==> config.mk <==
export PLATFORM = sky130hd
export DESIGN_NAME = rom_arbiter
export DESIGN_NICKNAME = d
export VERILOG_FILES = /design/src/rtl/rom_arbiter.sv
export SDC_FILE = /design/constraint.sdc
export NUM_CORES = 1
export LEC_CHECK = 0
export CELL_PAD_IN_SITES_DETAIL_PLACEMENT = 1
export CELL_PAD_IN_SITES_GLOBAL_PLACEMENT = 2
export CORE_ASPECT_RATIO = 0.5
export CORE_MARGIN = 4
export CORE_UTILIZATION = 24
export CTS_BUF_LIST = sky130_fd_sc_hd__clkbuf_4 sky130_fd_sc_hd__clkbuf_8
export CTS_CLUSTER_SIZE = 25
export DETAILED_ROUTE_END_ITERATION = 7
export MAX_ROUTING_LAYER = met4
export PLACE_DENSITY_LB_ADDON = 0.3
export SLEW_MARGIN = 5
export SYNTH_ARGS = -nofsm -noshare
export SYNTH_HDL_FRONTEND = slang
export SYNTH_SLANG_ARGS = --single-unit
==> constraint.sdc <==
create_clock -name CLK -period 1.65 [get_ports CLK]
set_input_delay 0.33 -clock CLK [delete_from_list [all_inputs] [get_ports CLK]]
set_output_delay 0.33 -clock CLK [all_outputs]
set_load 0.02 [all_outputs]
==> src/rtl/rom_arbiter.sv <==
`default_nettype none
// ============================================================================
//  Module      : rom_arbiter
//  Description : Clocked front end sharing one asynchronous byte-wide ROM
//                between two requesters with round-robin arbitration.
//                The ROM address is registered and the active-low strobes
//                are driven for WAIT_STATES+1 clocks. The byte is then
//                latched into the granted requester's data register, and a
//                one-cycle acknowledge is pulsed. One turnaround cycle with
//                the strobes high follows every access.
//  Ports       : CLK/RST            clock, synchronous active-high reset
//                REQn/ADDRn         level request and address, port n
//                ACKn/DATAn         one-cycle ack and last byte, port n
//                ROM_A/ROM_CS_bar/ROM_OE_bar/ROM_WE_bar/ROM_Q  ROM bus
//                BUSY               high whenever not idle
//  Revision    : 1.0  initial release
// ============================================================================
module rom_arbiter #(
    parameter int ADDR_WIDTH  = 15,
    parameter int WAIT_STATES = 2     // legal range 0..15
) (
    input  logic                  CLK,
    input  logic                  RST,
    input  logic                  REQ0,
    input  logic [ADDR_WIDTH-1:0] ADDR0,
    output logic                  ACK0,
    output logic [7:0]            DATA0,
    input  logic                  REQ1,
    input  logic [ADDR_WIDTH-1:0] ADDR1,
    output logic                  ACK1,
    output logic [7:0]            DATA1,
    output logic [ADDR_WIDTH-1:0] ROM_A,
    output logic                  ROM_CS_bar,
    output logic                  ROM_OE_bar,
    output logic                  ROM_WE_bar,
    input  logic [7:0]            ROM_Q,
    output logic                  BUSY
);

    localparam logic [1:0] c_ST_IDLE   = 2'd0;
    localparam logic [1:0] c_ST_ACCESS = 2'd1;
    localparam logic [1:0] c_ST_DONE   = 2'd2;
    localparam logic [3:0] c_WAIT      = 4'(WAIT_STATES);

    logic [1:0]            r_state;
    logic [3:0]            r_cnt;
    logic                  r_gnt;
    logic                  r_last;
    logic [ADDR_WIDTH-1:0] r_rom_a;
    logic                  r_cs_n;
    logic                  r_oe_n;
    logic                  r_ack0;
    logic                  r_ack1;
    logic [7:0]            r_data0;
    logic [7:0]            r_data1;

    logic                  w_req_any;
    logic                  w_sel;

    assign w_req_any = REQ0 | REQ1;
    // On a tie the requester that did not win last time gets the bus;
    // otherwise whichever requester is asking wins.
    assign w_sel     = (REQ0 & REQ1) ? ~r_last : REQ1;

    always_ff @(posedge CLK) begin
        if (RST) begin
            r_state <= c_ST_IDLE;
            r_cnt   <= 4'd0;
            r_gnt   <= 1'b0;
            r_last  <= 1'b1;      // requester 0 wins the first tie
            r_rom_a <= '0;
            r_cs_n  <= 1'b1;
            r_oe_n  <= 1'b1;
            r_ack0  <= 1'b0;
            r_ack1  <= 1'b0;
            r_data0 <= 8'd0;
            r_data1 <= 8'd0;
        end else begin
            case (r_state)
                c_ST_IDLE: begin
                    if (w_req_any) begin
                        r_gnt   <= w_sel;
                        r_last  <= w_sel;
                        r_rom_a <= w_sel ? ADDR1 : ADDR0;
                        r_cs_n  <= 1'b0;
                        r_oe_n  <= 1'b0;
                        r_cnt   <= c_WAIT;
                        r_state <= c_ST_ACCESS;
                    end
                end
                c_ST_ACCESS: begin
                    if (r_cnt != 4'd0) begin
                        r_cnt <= r_cnt - 4'd1;
                    end else begin
                        if (r_gnt) begin
                            r_data1 <= ROM_Q;
                            r_ack1  <= 1'b1;
                        end else begin
                            r_data0 <= ROM_Q;
                            r_ack0  <= 1'b1;
                        end
                        r_cs_n  <= 1'b1;
                        r_oe_n  <= 1'b1;
                        r_state <= c_ST_DONE;
                    end
                end
                c_ST_DONE: begin
                    // Turnaround cycle: strobes already high, ack ends here.
                    r_ack0  <= 1'b0;
                    r_ack1  <= 1'b0;
                    r_state <= c_ST_IDLE;
                end
                default: begin
                    r_state <= c_ST_IDLE;
                end
            endcase
        end
    end

    assign ACK0       = r_ack0;
    assign ACK1       = r_ack1;
    assign DATA0      = r_data0;
    assign DATA1      = r_data1;
    assign ROM_A      = r_rom_a;
    assign ROM_CS_bar = r_cs_n;
    assign ROM_OE_bar = r_oe_n;
    assign ROM_WE_bar = 1'b1;
    assign BUSY       = (r_state != c_ST_IDLE);

endmodule
`default_nettype wire

* Yosys cells after proc, flatten, opt, wreduce, memory -nomap -nowiden *
Cells that the tools add are included.

word-level totals
  bits in registers = 42
  bits of input ports = 42
  output and inout port bits = 37
  logic and storage cells = 53

operators by class
  add/subtract/negate cells = 1
  equality and inequality tests = 7
  muxes and demuxes = 17
  bitwise operators = 5
  reduce and logical (&&, ||, !) cells = 13

operators with widths
  cell                 count
  $reduce_and 3->1     6
  $mux 15              1
  $ne 2x2->1 const B   5
  $mux 4               2
  $pmux 4 s2           1
  $mux 1               7
  $pmux 1 s2           3
  $reduce_bool 2->1    3
  $mux 2               2
  $pmux 2 s2           1
  $reduce_and 2->1     2
  $reduce_bool 4->1    1
  $sub 4x1->4 const B  1
  $not 1->1            3
  $eq 2x1->1 const B   1
  $eq 2x2->1 const B   1
  $logic_not 2->1      1
  $and 1x1->1          1
  $or 1x1->1           1

* Logic depth before layout (Yosys ltp) *
  word-level depth = 3
  mapped depth = 6
  gate-level depth less buffers = 5

* Least setup slack after synthesis *
No wires, ideal clock.

  kind = reg-to-reg
  from = register r_cnt[0]
  to = register r_cnt[3]
  library setup time = 0.079 ns
  arrival time = 1.422 ns
  data required time = 1.571 ns
  slack = 0.149 ns
  cell stages (with the launch flop) = 6
  path buffers = 0
  clock period less this slack = 1.501 ns
  cells stage by stage = dfxtp_1 -> inv_1 -> ha_1 -> nor3b_1 -> or4_1 -> a211oi_2

on the way
  cells in the longest elaborated chain, start to end = 3
  elaborated cells between the ends (all ways) = 6
  classes of those cells = add/sub (1); eq/ne (1); mux (2); reduce/logical (2)

RTL lines
  item                                              RTL line  text
  from (decl)                                       46        logic [3:0] r_cnt;
  from (signal assigned)                            87        r_cnt <= c_WAIT;
  from (signal assigned)                            93        r_cnt <= r_cnt - 4'd1;
  $sub 4x1->4 or $reduce_bool 4->1 (tied branches)  93, 92
  $mux 4 or $ne 2x2->1 (tied branches)              -
  $pmux 4 s2 or $reduce_and 3->1 (tied branches)    -

Several ways; a longest one is shown, not always the timed one. The select of a mux whose other input is x is not followed.
A chain may end at the register's enable or synchronous reset.

* Final worst setup path *
  from = register r_rom_a[10] (netlist: ROM_A[10])
  to = output port ROM_A[10]

RTL lines
  item                    RTL line  text
  from (decl)             49        logic [ADDR_WIDTH-1:0] r_rom_a;
  from (signal assigned)  84        r_rom_a <= w_sel ? ADDR1 : ADDR0;
  to (decl)               32        output logic [ADDR_WIDTH-1:0] ROM_A,

No word-level cell between the ends.

==> metrics.csv <==
stage,metric,value,unit
setup_path,Setup crit end kind,output port,
clock_tree,post-CTS setup buffer count,0,
grt,first-pass GRT wire length,9.066,mm
placement,IO buf count,77,
layout,Layout Nets,331,
setup_path,Worst Path Arrival,1.26,ns
setup_path,crit path max fanout,2,
setup_path,worst r2r src,r_cnt[0]$_SDFFE_PP0P_,
sta,setup TNS,0,ns
clock_tree,H-tree Lvls,2,
route,Iter 0 DRT Violations,72,
synthesis,Synth area leader,dfxtp_1,
setup_path,worst r2r path cells,4,
power_and_ir_drop,maximum VDD drop,0.0003143,V
clock_tree,CTS Hold Buffers Added,0,
grt,grt total ovfl,0,
synthesis,Post-Syn Area,1792,sq um
layout,share of cells above drive strength 1,0.1250,
sta,Worst Skew,0.005344,ns
setup_path,"CP delay by family, top",buffers and inverters,
min_path,hold endpoint,ACK1$_SDFFE_PP0P_,
clock_tree,TritonCTS clock tree,yes,
synthesis,synthesized net count,248,
synthesis,ranking of synthesized cells by area,"dfxtp_1, nand2_1, mux2i_1",
layout,utilization after layout,0.4133,
placement,Final Wtd Congestion,0.7430,
clock_tree,Clock Pin Slew Worst Setup and Hold Paths,0.08,ns
setup_path,critical path buffer and inverter count,1,
layout,Ant. Diodes,0,
power_and_ir_drop,Lkg Pwr,1.161,nW
sta,final worst path period need,1.587,ns
sta,"Slew Viols, Final",0,
route,TritonRoute pass-1 iters,3,
clock_tree,Root Driver,clkbuf_8,
synthesis,Syn Inst Count,204,
synthesis,Post-synth top flop,dfxtp_1,
synthesis,Seq cells post-synth,42,
min_path,Hold Path Class,flip-flop to flip-flop,
clock_tree,Skew-Pair Late Insertion Delay,0.29,ns
sta,Hold WS,0.4639,ns
floorplan,Core ar.,6963,sq um
route,DR vias,1764,
sta,fmax,0.6300,GHz
setup_path,CP Class,flip-flop to output port,
floorplan,Die ar.,8995,sq um
synthesis,Synth top area share,0.4693,
route,post-route ant nets,0,
synthesis,ys async rst share,0,
synthesis,synth unique cells,34,
grt,initial antenna violation count,0,
sta,Setup WS post-layout,0.06281,ns
sta,unrepaired setup endpoints after global routing,false,
clock_tree,total CTS buffers,5,
sta,Final Hold Viols,0,
setup_path,crit path cell chain,clkdlybuf4s50_1,
setup_path,"Req. time, crit path",1.32,ns
clock_tree,Clock Path Buffers,2,
synthesis,Post-Syn Area per Cell,8.783,sq um
floorplan,die width,130.2,microns
floorplan,Initial Util,0.2573,
power_and_ir_drop,Power Density,971.7,nW/um^2
synthesis,Ys Warns,0,
floorplan,Ports,79,
route,final wirelength,5.551,mm
synthesis,Post-synth EDFFs,0,
grt,vias in the first global route,1938,
setup_path,Startpoint Class,flip-flop,
floorplan,Chip Height,69.10,microns
grt,Tot GR Track Use,0.1261,
min_path,Hold Crit Start,ACK1$_SDFFE_PP0P_,
job,max-capacitance violation count,0,
setup_path,Critical Path Max Stage Delay,0.61,ns
layout,Area growth syn-to-layout,60.61,%
placement,Post-DP HPWL,4.162,mm
placement,setup slack at placement,-0.1146,ns
sta,final setup fails,0,
route,drt via density,4.642,
sta,Tcrit/Tclk final,0.9619,
floorplan,Core Rows,21,
synthesis,register area share after synthesis,0.4693,
setup_path,r2r endpoint,r_cnt[3]$_SDFFE_PP0P_,
grt,pin count of the biggest net entering global routing,27,
route,# DRC,0,
route,DR WL/cell,14.61,microns
status,outcome,"complete, no violations",
clock_tree,CTS sink count,42,
min_path,hold path depth,2,
setup_path,"setup slack, reg-to-reg",0.06,ns
setup_path,"Slowest-stage cell, CP",clkdlybuf4s50_1,
[cell usage in the layout, fill, tap and decap left out, types with 3 or more instances in the layout]
cell and instances:
a21oi_1 19, a311oi_1 16, buf_4 11, clkbuf_8 8, clkdlybuf4s50_1 72, dfxtp_1 42, dlymetal6s2s_1 4, inv_1 3
mux2i_1 16, nand2_1 56, o21ai_0 4
[layout make-up]
type	instances	area [sq um]
repair buffers	91	913.4
flip-flops and latches	42	840.8
clock buffers	8	110.1
fillers	799	4085
multi-input cells	142	879.6
well taps	92	115.1
inverters	5	18.77
[cell families (layout without fill, tap and decap cells)]
logic type	count (synthesis)	after routing	share of synthesized area
and+or+nand+nor	77	77	0.1927
AOI/OAI and AO/OA	46	46	0.1795
DFF	42	42	0.4693
buffers and inverters	20	104	0.05307
adders and majority gates	2	2	0.01396
other	1	1	0.002093
muxes	16	16	0.08938
[metal layers]
metal	vias up	GRT usage	share of wire
li1	875	-	-
met1	837	0.1547	0.47
met2	47	0.2106	0.47
met3	5	0.03241	0.053
met4	0	0.02419	0.0076
met5	-	-	0
[where the power goes]
group | internal, mW | total, mW | switching [mW] | leakage (nW)
logic | 0.421 | 0.842 | 0.421 | 0.759
clock network | 0.423 | 0.772 | 0.350 | 0.0575
registers | 1.12 | 1.18 | 0.0646 | 0.345
total | 1.96 | 2.80 | 0.835 | 1.16
[worst max-delay path by stage]
stage	from	endpoint	slack (ns)	cells after the start
detailed placement	REQ0	ROM_A[12]$_SDFFE_PP0P_	-0.11	4
floorplan	r_cnt[0]$_SDFFE_PP0P_	r_cnt[3]$_SDFFE_PP0P_	0.15	5
CTS	ROM_OE_bar$_SDFFE_PP1P_	ROM_CS_bar	0.02	1
global placement	REQ0	ROM_A[5]$_SDFFE_PP0P_	0.001	4
global route	r_cnt[0]$_SDFFE_PP0P_	r_cnt[3]$_SDFFE_PP0P_	0.0002	4
finish	ROM_A[10]$_SDFFE_PP0P_	ROM_A[10]	0.06	1
[state kept, by name, summed over array words and instances (netlist names)]
register,flops
ROM_A,15
ACK1,1
ACK0,1
r_gnt,1
DATA0,8
ROM_OE_bar,1
r_state,2
r_cnt,4
r_last,1
DATA1,8
[synth_stat cells (all sizes together), types with 4 or more instances]
cell	number
nand2	56
mux2i	16
a21oi	19
a311oi	16
buf	10
nor2	4
dfxtp	42
inv	4
clkbuf	5
o21ai	4
[stage by stage]
| stage | total power [mW] | instance area (sq um) | instances |
|---|---|---|---|
| after global routing | 2.967 | 2878 | 380 |
| final | 2.796 | 2878 | 380 |
| after global placement | 2.036 | 2736 | 372 |
| after floorplan | 1.629 | 1792 | 204 |
| after detailed placement | 2.050 | 2736 | 372 |
| after CTS | 2.836 | 2845 | 380 |
[repair_timing]
item,4_1_cts,5_1_grt
pin swaps,0,1
gates resized for setup,1,9
setup endpoints to repair,1,10
gates cloned,0,0
No activity file was read; power rests on OpenSTA's default activity.
